--- config.mk ---
export PLATFORM = sky130hd
export DESIGN_NAME = mux_nx1_stream
export DESIGN_NICKNAME = d
export VERILOG_FILES = /design/src/rtl/mux_pkg.sv /design/src/rtl/rr_pick.sv /design/src/rtl/mux_nx1_stream.sv
export SDC_FILE = /design/constraint.sdc
export NUM_CORES = 1
export LEC_CHECK = 0
export CORE_ASPECT_RATIO = 0.75
export CORE_MARGIN = 5
export CORE_UTILIZATION = 40
export DETAILED_ROUTE_END_ITERATION = 8
export HOLD_SLACK_MARGIN = 0.02
export PLACE_DENSITY = 0.87
export RECOVER_POWER = 25
export SLEW_MARGIN = 20
export SYNTH_ARGS = -nofsm -noshare
export SYNTH_HDL_FRONTEND = slang
export SYNTH_SLANG_ARGS = --single-unit
--- constraint.sdc ---
create_clock -name clk -period 3.1 [get_ports clk]
set_input_delay 0.62 -clock clk [delete_from_list [all_inputs] [get_ports clk]]
set_output_delay 0.62 -clock clk [all_outputs]
set_load 0.03 [all_outputs]
--- src/rtl/mux_pkg.sv ---
// Shared types and helpers for the streaming N:1 multiplexer.
// Holds the mode encodings and the select-width derivation.
package mux_pkg;

  typedef enum logic {
    MODE_FIXED = 1'b0,
    MODE_RR    = 1'b1
  } mode_e;

  function automatic int clog2(input int n);
    int r;
    r = 0;
    for (int v = n - 1; v > 0; v = v >> 1) begin
      r++;
    end
    return r;
  endfunction

  // Select/grant width, never narrower than one bit.
  function automatic int sw_of(input int n);
    return (clog2(n) < 1) ? 1 : clog2(n);
  endfunction

endpackage

--- src/rtl/rr_pick.sv ---
// Round-robin search: first set bit of valid strictly after ptr, modulo N.
// Ports: valid (mask), ptr (last grant) -> found, index.
module rr_pick
  import mux_pkg::*;
#(
  parameter int N  = 4,
  parameter int SW = 2
) (
  input  logic [N-1:0]  valid,
  input  logic [SW-1:0] ptr,
  output logic          found,
  output logic [SW-1:0] index
);

  localparam logic [SW-1:0] LAST = SW'(N - 1);

  always_comb begin
    logic [SW-1:0] cur;
    found = 1'b0;
    index = '0;
    cur   = ptr;
    // Walk ptr+1, ptr+2, ... wrapping at N-1; first hit wins.
    for (int k = 0; k < N; k++) begin
      cur = (cur == LAST) ? '0 : cur + 1'b1;
      if (!found && valid[cur]) begin
        found = 1'b1;
        index = cur;
      end
    end
  end

endmodule

--- src/rtl/mux_nx1_stream.sv ---
// Streaming N:1 mux with fixed or round-robin selection and a registered output.
// Ports: a/a_valid/a_ready (N inputs), s, mode, y/y_valid/y_ready, grant.
module mux_nx1_stream
  import mux_pkg::*;
#(
  parameter  int N  = 4,
  parameter  int W  = 8,
  localparam int SW = sw_of(N)
) (
  input  logic           clk,
  input  logic           rst_n,
  input  logic [N*W-1:0] a,
  input  logic [N-1:0]   a_valid,
  output logic [N-1:0]   a_ready,
  input  logic [SW-1:0]  s,
  input  logic           mode,
  output logic [W-1:0]   y,
  output logic           y_valid,
  input  logic           y_ready,
  output logic [SW-1:0]  grant
);

  localparam logic [SW-1:0] LAST  = SW'(N - 1);
  localparam logic [SW:0]   N_EXT = (SW + 1)'(N);

  mode_e         mode_q;
  logic          load;
  logic          rr_found;
  logic [SW-1:0] rr_index;
  logic          cand_ok;
  logic [SW-1:0] cand_idx;
  logic [W-1:0]  cand_data;
  logic          capture;
  logic [SW-1:0] ptr;

  assign mode_q = mode_e'(mode);
  assign load   = !y_valid || y_ready;

  rr_pick #(
    .N  (N),
    .SW (SW)
  ) u_pick (
    .valid (a_valid),
    .ptr   (ptr),
    .found (rr_found),
    .index (rr_index)
  );

  // Fixed mode with s out of range (N not a power of 2) has no candidate.
  always_comb begin
    cand_ok  = 1'b0;
    cand_idx = s;
    unique case (mode_q)
      MODE_FIXED: begin
        cand_ok  = ({1'b0, s} < N_EXT);
        cand_idx = s;
      end
      MODE_RR: begin
        cand_ok  = rr_found;
        cand_idx = rr_index;
      end
      default: begin
        cand_ok  = 1'b0;
        cand_idx = s;
      end
    endcase
  end

  always_comb begin
    a_ready = '0;
    if (rst_n && load && cand_ok) begin
      a_ready[cand_idx] = 1'b1;
    end
  end

  always_comb begin
    cand_data = '0;
    for (int i = 0; i < N; i++) begin
      if (cand_idx == SW'(i)) begin
        cand_data = a[i*W +: W];
      end
    end
  end

  assign capture = |(a_ready & a_valid);

  always_ff @(posedge clk or negedge rst_n) begin
    if (!rst_n) begin
      y       <= '0;
      y_valid <= 1'b0;
      grant   <= '0;
      ptr     <= LAST;
    end else if (capture) begin
      y       <= cand_data;
      y_valid <= 1'b1;
      grant   <= cand_idx;
      ptr     <= cand_idx;
    end else if (y_ready) begin
      y_valid <= 1'b0;
    end
  end

endmodule
==> run summary, run 1 <==
For this run, the post-layout net count is 216. Synthesis produced a netlist with a net count of 147. The worst register-to-register path ends at y[6]. The worst-case vdd ir drop is 576.3 µV, and the mean area per synthesized cell is 10.88 µm².

Kind of end point of the critical path: an output pin. For this run, the number of standard cells in the final layout without fillers is 208. Type of origin of the critical path: a primary input. The area of placed instances is 1784 µm². The number of clock sinks seen by CTS is 13. The setup check on the worst reg-to-reg path leaves a slack of 0.20 ns. The tools report the clock tree root driver cell as sky130_fd_sc_hd__clkbuf_8. The clock passes through at most 2 buffers. In the final timing run, aggregate negative setup slack is 0 ns. TritonCTS built the clock tree. Data on the critical path is required at its endpoint by 2.48 ns. The critical path goes through clkdlybuf4s50_1, mux4_1, o311a_4, buf_4, and3_1, buf_4. For the first-pass GRT wire length, the log shows 5354 µm. Clock skew on the completed layout was measured at 0.003020 ns. The HPWL after detailed placement is 2756 µm. Share of the cycle needed by the critical path after routing: 0.9935. The tools report the cell count after synthesis as 104.

For this block, the routed nets add up to 3293 µm of wire. The repair_antennas step left the layout with diodes totalling 0. The run gives 0 as the final hold violation count. The worst register-to-register path has a depth of 11.

In this run the post-CTS setup repair buffer count came out at 0. Overall track demand over capacity in global routing: 0.1688. The number of levels the H-tree was split into was 1. The fill cell instance count of the final layout is 208.

The tools report the number of global-route vias before repair as 1,158. Routed via count: 1,057. The critical path start-end classification was primary input to output pin. The Yosys step of the flow raised 0 warnings. The count of buffers inserted at the top-level ports was 56.

The power per unit of standard cell area was 832.3 nW/µm². The run gives 0 as the number of failing setup endpoints in the final timing report. Entering global routing, the biggest net connects 20 pins.

Among the stages of the critical path, the cell type that occurs most often is sky130_fd_sc_hd__buf_4. Summing all flip-flop and latch instances after layout gives 327.8 µm². Startpoint of the worst hold path: ptr[0]. The die covers 4002 µm².

The worst hold path terminates at ptr[0]. After clock tree synthesis, the clock-pin slew on the worst setup and hold paths is 0.05 ns. Dividing the detail-routed via count by the number of cells gives 5.082.

Dividing the detail-routed wire length by the instance count gives 15.83 µm. The detail route stage leaves a number of antenna-violating nets equal to 0. In this run the worst path has a maximum fanout of 5. The logs give 0.2898 for the register area share after synthesis and -0.2264 ns for the post-placement setup slack. In the post-route analysis, the smallest setup slack over all paths is 0.02003 ns. Share of synthesized registers carrying an async set or reset: 1.000. Clock tree synthesis inserted a total of 3 buffers.

The analysis attributes to cell leakage a power of 0.8534 nW. The die width came out at 71.40 µm. In this run the vertical extent of the chip is 56.05 µm.

The startpoint identified for the worst register-to-register timing path is ptr[0]. At the worst endpoint, the arrival time is 2.46 ns. The tool flagged a number of max-cap violations equal to 0. The delay contributed by the slowest stage of the critical path is 0.54 ns, and the number of ports placed on the die boundary is 57. The DRC violation count after routing is 0, and the clock latency of the later-clocked register in the worst-skew pair is 0.25 ns. The area growth from synthesis to layout was 61.17%; the clock period minus final worst setup slack was 3.080 ns. The most instantiated flip-flop cell in the synthesis netlist is sky130_fd_sc_hd__dfrtp_1.

In this run the worst hold path is classified as flip-flop to flip-flop. The number of different library cells used by synthesis comes to 37. At the end of routability-driven placement, the weighted congestion stood at 0.8065. The cell area after layout is 1823 µm².

The worst-margin pin slew works out to 0.7214 ns. The run finished with clean final reports. Setup repair after global routing could not meet its margin everywhere. After synthesis the netlist holds a flip-flop and latch count of 13. The number of cells on the worst hold path came out at 2. The multi-input combinational cells in the finished layout cover a total of 705.7 µm². The core region is 2663 µm².

Yosys mapped a number of flops with a built-in enable equal to 0. The synthesized netlist occupies a cell area of 1131 µm². For the initial standard-cell utilization of the core, the log shows 0.4248. The logs give 16 for the row count and 204 for the number of cells after detailed placement. Proportion of layout cells with a drive suffix above 1: 0.2326.

The total overflow left after global routing is 0. The remaining max-slew budget at the tightest pin was 0.5191; the utilization after layout was 0.6847. The top achievable clock speed was 324.7 MHz. The tools report the number of DRC markers in iteration 0 as 55. The number of antenna violations at the first check in global routing was 0.

The detailed-routing iteration count for the pre-antenna-repair pass is 4. The tools report the count of final max-slew check failures as 0. The cell with the biggest individual delay on the critical path is sky130_fd_sc_hd__mux4_1.
==> Yosys cell counts (2+ instances only) <==
| master | instances | share of area |
|---|---|---|
| sky130_fd_sc_hd__inv_1 | 5 | 0.017 |
| sky130_fd_sc_hd__a211oi_1 | 2 | 0.013 |
| sky130_fd_sc_hd__mux2_4 | 8 | 0.11 |
| sky130_fd_sc_hd__nand2_1 | 2 | 0.0066 |
| sky130_fd_sc_hd__a21oi_1 | 5 | 0.022 |
| sky130_fd_sc_hd__o21ai_1 | 4 | 0.018 |
| sky130_fd_sc_hd__buf_6 | 2 | 0.020 |
| sky130_fd_sc_hd__buf_4 | 3 | 0.020 |
| sky130_fd_sc_hd__nor2_1 | 3 | 0.010 |
| sky130_fd_sc_hd__nor3_1 | 3 | 0.013 |
| sky130_fd_sc_hd__mux2i_1 | 28 | 0.25 |
| sky130_fd_sc_hd__inv_2 | 2 | 0.0066 |
| sky130_fd_sc_hd__dfstp_2 | 2 | 0.046 |
| sky130_fd_sc_hd__dfrtp_1 | 11 | 0.24 |
| sky130_fd_sc_hd__o21ai_0 | 2 | 0.0088 |
==> critical path: cells and delay by family <==
kind	cells	cell delay, ns
AOI/OAI and AO/OA	1	0.38
buffers and inverters	3	0.73
muxes	1	0.54
and+or+nand+nor	1	0.18
==> per-layer routing <==
metal | global-route usage | vias up | share of wire
met2 | 0.2932 | 43 | 0.52
met1 | 0.2022 | 497 | 0.40
met4 | 0.02681 | 0 | 0.011
li1 | - | 513 | -
met3 | 0.05957 | 4 | 0.068
met5 | 0 | - | 0
==> how the worst max path moves through the flow <==
stage / slack, ns / startpoint / cells after the start / to
final: 0.02 / a_valid[2] / 6 / a_ready[2]
after global routing: -0.04 / a_valid[2] / 6 / a_ready[2]
after CTS: 0.02 / a_valid[2] / 6 / a_ready[0]
after detailed placement: -0.23 / a_valid[2] / 6 / a_ready[0]
after global placement: -0.18 / a_valid[2] / 6 / a_ready[1]
after floorplan: 0.05 / ptr[0] / 10 / a_ready[3]
==> area by class of cell <==
| type | instances | share of cell area |
|---|---|---|
| multi-input combinational | 75 | 0.3871 |
| timing repair buffer | 72 | 0.3672 |
| sequential | 13 | 0.1798 |
| clock buffer | 4 | 0.02471 |
| tap | 36 | 0.02471 |
| inverter | 8 | 0.01647 |
==> metrics by stage <==
step / hold slack, ns / total power [W]
floorplan: 0.3244 / 0.001014
global placement: 0.4773 / 0.001328
detailed placement: 0.4850 / 0.001362
CTS: 0.4987 / 0.001525
global route: 0.5267 / 0.001607
finish: 0.4979 / 0.001517
==> kinds of logic (layout without fill, tap and decap cells) <==
kind of cell / after synthesis / count (layout) / share of synthesized area
fa+ha+maj: 1 / 1 / 0.01106
simple gates: 15 / 15 / 0.07191
compound gates: 20 / 20 / 0.1361
buf+inv: 16 / 84 / 0.09181
flops: 13 / 13 / 0.2898
mux: 39 / 39 / 0.3993
==> flip-flops by register name (all words and copies together), names as in the netlist <==
signal and count:
grant 2, ptr 2, y_valid 1, y 8
==> placed cells by master (no fill, tap or decap), drive strengths merged, types with 2 or more instances in the layout <==
cell           synthesis  routed
a21oi                  5       5
nand2                  2       2
nor3                   3       3
buf                    7      17
a211oi                 2       2
dfstp                  2       2
clkbuf                 1       7
clkdlybuf4s50          0      51
o21ai                  6       6
nor2                   3       3
dfrtp                 11      11
inv                    7       7
nand2b                 2       2
mux2i                 29      29
mux2                   9       9
==> where the power goes <==
group	internal, W	leakage (nW)	switching, W
Clock	0.0000910	0.0228	0.0000629
Sequential	0.000267	0.149	0.0000578
Combinational	0.000523	0.681	0.000515
Total	0.000881	0.853	0.000636
==> repair_timing <==
item                       4_1_cts  5_1_grt
setup endpoints to repair        3        4
hold buffers                     0        0
gates cloned                     0        0
pin swaps                        0        1
resized for setup                3        5
No activity file was read; power rests on OpenSTA's default activity.
==> inputs of run 2 (changes only) <==
--- a/config.mk
+++ b/config.mk
@@ -7,12 +7,12 @@
 export LEC_CHECK = 0
 export CORE_ASPECT_RATIO = 0.75
 export CORE_MARGIN = 5
-export CORE_UTILIZATION = 40
+export CORE_UTILIZATION = 35
 export DETAILED_ROUTE_END_ITERATION = 8
 export HOLD_SLACK_MARGIN = 0.02
-export PLACE_DENSITY = 0.87
+export PLACE_DENSITY = 0.79
 export RECOVER_POWER = 25
-export SLEW_MARGIN = 20
+export SLEW_MARGIN = 10
 export SYNTH_ARGS = -nofsm -noshare
 export SYNTH_HDL_FRONTEND = slang
 export SYNTH_SLANG_ARGS = --single-unit
==> run summary, run 2 (same netlist as run 1, synthesis figures left out) <==
The flow ran to the end, and the final reports show no timing, DRC or antenna violations. In this run the worst path has a maximum fanout of 5. The final hold violation count came out at 0. Across the whole layout, storage elements account for 327.8 µm². In this run the tool buffered the top-level ports with 56 buffer cells.

The share of the cycle needed by the critical path after routing was 0.9762; the clock skew was 0.002119 ns. The die is 59.23 µm tall. The logs give 0 for the number of antenna violations at the first check in global routing and 0 for the number of post-CTS setup repair buffers. Final hold analysis gives a worst-case slack of 0.4942 ns.

The most common cell type on the critical path is sky130_fd_sc_hd__buf_4. The final layout contains routed wiring with a total length of 3086 µm. Before antenna repair, the detailed router went through 4 iterations. The tools report the relative contribution of the clock network to total power as 0.098. The tools report the type of origin of the critical path as a primary input. For the number of ports placed on the die boundary, the log shows 57. The worst hold-check path type is flip-flop to flip-flop. The HPWL after detailed placement is 2594 µm.

The die width was 75.64 µm; the clock period minus final worst setup slack was 3.026 ns. The utilization after layout came out at 0.6181. For the number of violations of the max-capacitance limit, the log shows 0. The overall track demand over capacity in global routing was 0.1438. The total overflow left after global routing is 0. The remaining max-slew budget at the tightest pin was 0.5472; the count of final max-slew check failures was 0.

The proportion of power drawn by flip-flops and latches came out at 0.209. For the logic gate share of total power, the log shows 0.693. Proportion of total power due to net switching: 0.4088. Data required time at the worst endpoint: 2.48 ns. Number of flip-flops under the largest register name: 8. The critical path goes through clkdlybuf4s50_1, mux4_2, o311a_4, buf_4, and3_1, buf_4.

Data arrival time of the worst path: 2.41 ns. On the worst path, the slowest cell contributes a delay of 0.49 ns. After filler insertion, the fill cell instance count of the layout stands at 246. The clock-pin slew of the registers on the worst-case setup and hold paths was 0.06 ns. The first global-routing pass estimated 4885 µm of wire.

In this run the clock root is driven by a sky130_fd_sc_hd__clkbuf_8. Entering global routing, the biggest net connects 20 pins. The number of levels the H-tree was split into was 1. Power spread over the standard cell area amounts to 823.2 nW/µm².

Setup total negative slack on the finished layout was measured at 0 ns. Dividing the detail-routed via count by the number of cells gives 5.014. The initial standard-cell utilization of the core was 0.3745; the number of buffers created by CTS was 3. Dividing the detail-routed wire length by the instance count gives 14.56 µm. For the core outline area, the log shows 3020 µm². The worst register-to-register path has a setup slack of 0.25 ns.

The proportion of layout cells with a drive suffix above 1 was 0.2471; the area growth from synthesis to layout was 65.04%. Worst-case vdd ir drop: 468.2 µV. The analysis attributes to net switching a power of 0.0006282 W. The detailed router placed 1,063 vias in this run.

STA classifies the critical path endpoint as an output pin. The leakage power came out at 0.8720 nW. In this run the cell area measured after placement is 1814 µm².

The final net count came out at 218. In the layout the commonest cells are sky130_fd_sc_hd__clkdlybuf4s50_1, sky130_fd_sc_hd__mux2i_1, sky130_fd_sc_hd__buf_4, sky130_fd_sc_hd__dfrtp_1, sky130_fd_sc_hd__mux2_4. For this run, the top clock speed supported by timing is 330.4 MHz.

The largest registers in the layout are y: 8 flops, grant: 2 flops, ptr: 2 flops. In the final layout, the multi-input gates occupy 706.9 µm². The run gives 0 as the count of antenna-violating nets left after detailed routing. Once placement completed, the tool counted placed cells totaling 208. The final antenna diode count was 0. Leaving out fill and tap cells, the most frequent cell in the layout is sky130_fd_sc_hd__clkdlybuf4s50_1.

The number of global-route vias before repair was 1,106. Setup repair after global routing left no endpoint under its margin. TritonCTS built the clock tree. The count of cells in the finished layout, fillers not included, comes to 212. The number of DRC markers in iteration 0 is 24, and the cell area after layout is 1867 µm².

The critical path start-end classification was primary input to output pin. Setup violations remaining at the end of the flow were counted as 0. The congestion estimate from routability-driven global placement came to 0.8599. At the pin with the least slew margin, the transition time is 0.6792 ns.

For the number of clock sinks seen by CTS, the log shows 13. At the later pin of the worst-skew pair, clock insertion delay measures 0.24 ns. The die covers 4480 µm². Cell with the biggest individual delay on the critical path: sky130_fd_sc_hd__mux4_2.

In this run, post-CTS hold repair placed 0 buffers. Cell internal power was estimated by the tool at 0.0009086 W. The most flop-heavy register was y. The tools report the row count as 17. For this run, design rule violations remaining after detail routing come to 0.

Counting along the longest clock path gives a buffer depth of 2.
run 2: repair_timing:
action                                  CTS  global route
gates resized for setup                   3             7
endpoints found under the setup margin    3             4
pin swaps                                 0             2
run 2: through the flow:
step / total power (W) / setup slack [ns]
CTS: 0.001525 / 0.002794
global route: 0.001638 / 0.005736
global placement: 0.001347 / -0.1844
detailed placement: 0.001370 / -0.2469
floorplan: 0.001014 / 0.05265
finish: 0.001537 / 0.07368
run 2: final timing paths:
| path | start | end | cells after the start |
|---|---|---|---|
| hold reg to reg | ptr[0] | ptr[0] | 2 |
| hold / removal | ptr[0] | ptr[0] | 2 |
| setup reg to reg | ptr[0] | y[2] | 11 |
| setup / recovery | a_valid[1] | a_ready[2] | 6 |
| min in group asynchronous | rst_n | y_valid | 2 |
| max in group asynchronous | rst_n | y[0] | 2 |
run 2: power by group through the flow:
stage	clock, W	combinational [W]	sequential, W
finish	0.000151	0.00107	0.000321
global route	0.000162	0.00114	0.000334
CTS	0.000153	0.00105	0.000322
detailed placement	0	0.00105	0.000321
global placement	0	0.00103	0.000322
floorplan	0	0.000554	0.000460
run 2: critical path: cells and delay by family:
kind                   cells  cell delay, ns
muxes                      1            0.49
and+or+nand+nor            1            0.17
buffers and inverters      3            0.74
AOI/OAI and AO/OA          1            0.38
run 2: area by class of cell:
type / count / area share
well taps: 38 / 0.02547
inverters: 8 / 0.01609
flip-flops and latches: 13 / 0.1756
multi-input cells: 75 / 0.3787
repair buffers: 74 / 0.3800
clock buffers: 4 / 0.02413
run 2: routing by layer:
| metal | GRT usage | up-vias | wire, µm |
|---|---|---|---|
| met1 | 0.1672 | 512 | 1254 |
| met2 | 0.2558 | 30 | 1662 |
| met3 | 0.04915 | 2 | 157 |
| met5 | 0 | - | 0 |
| li1 | - | 519 | - |
| met4 | 0.02743 | 0 | 12 |
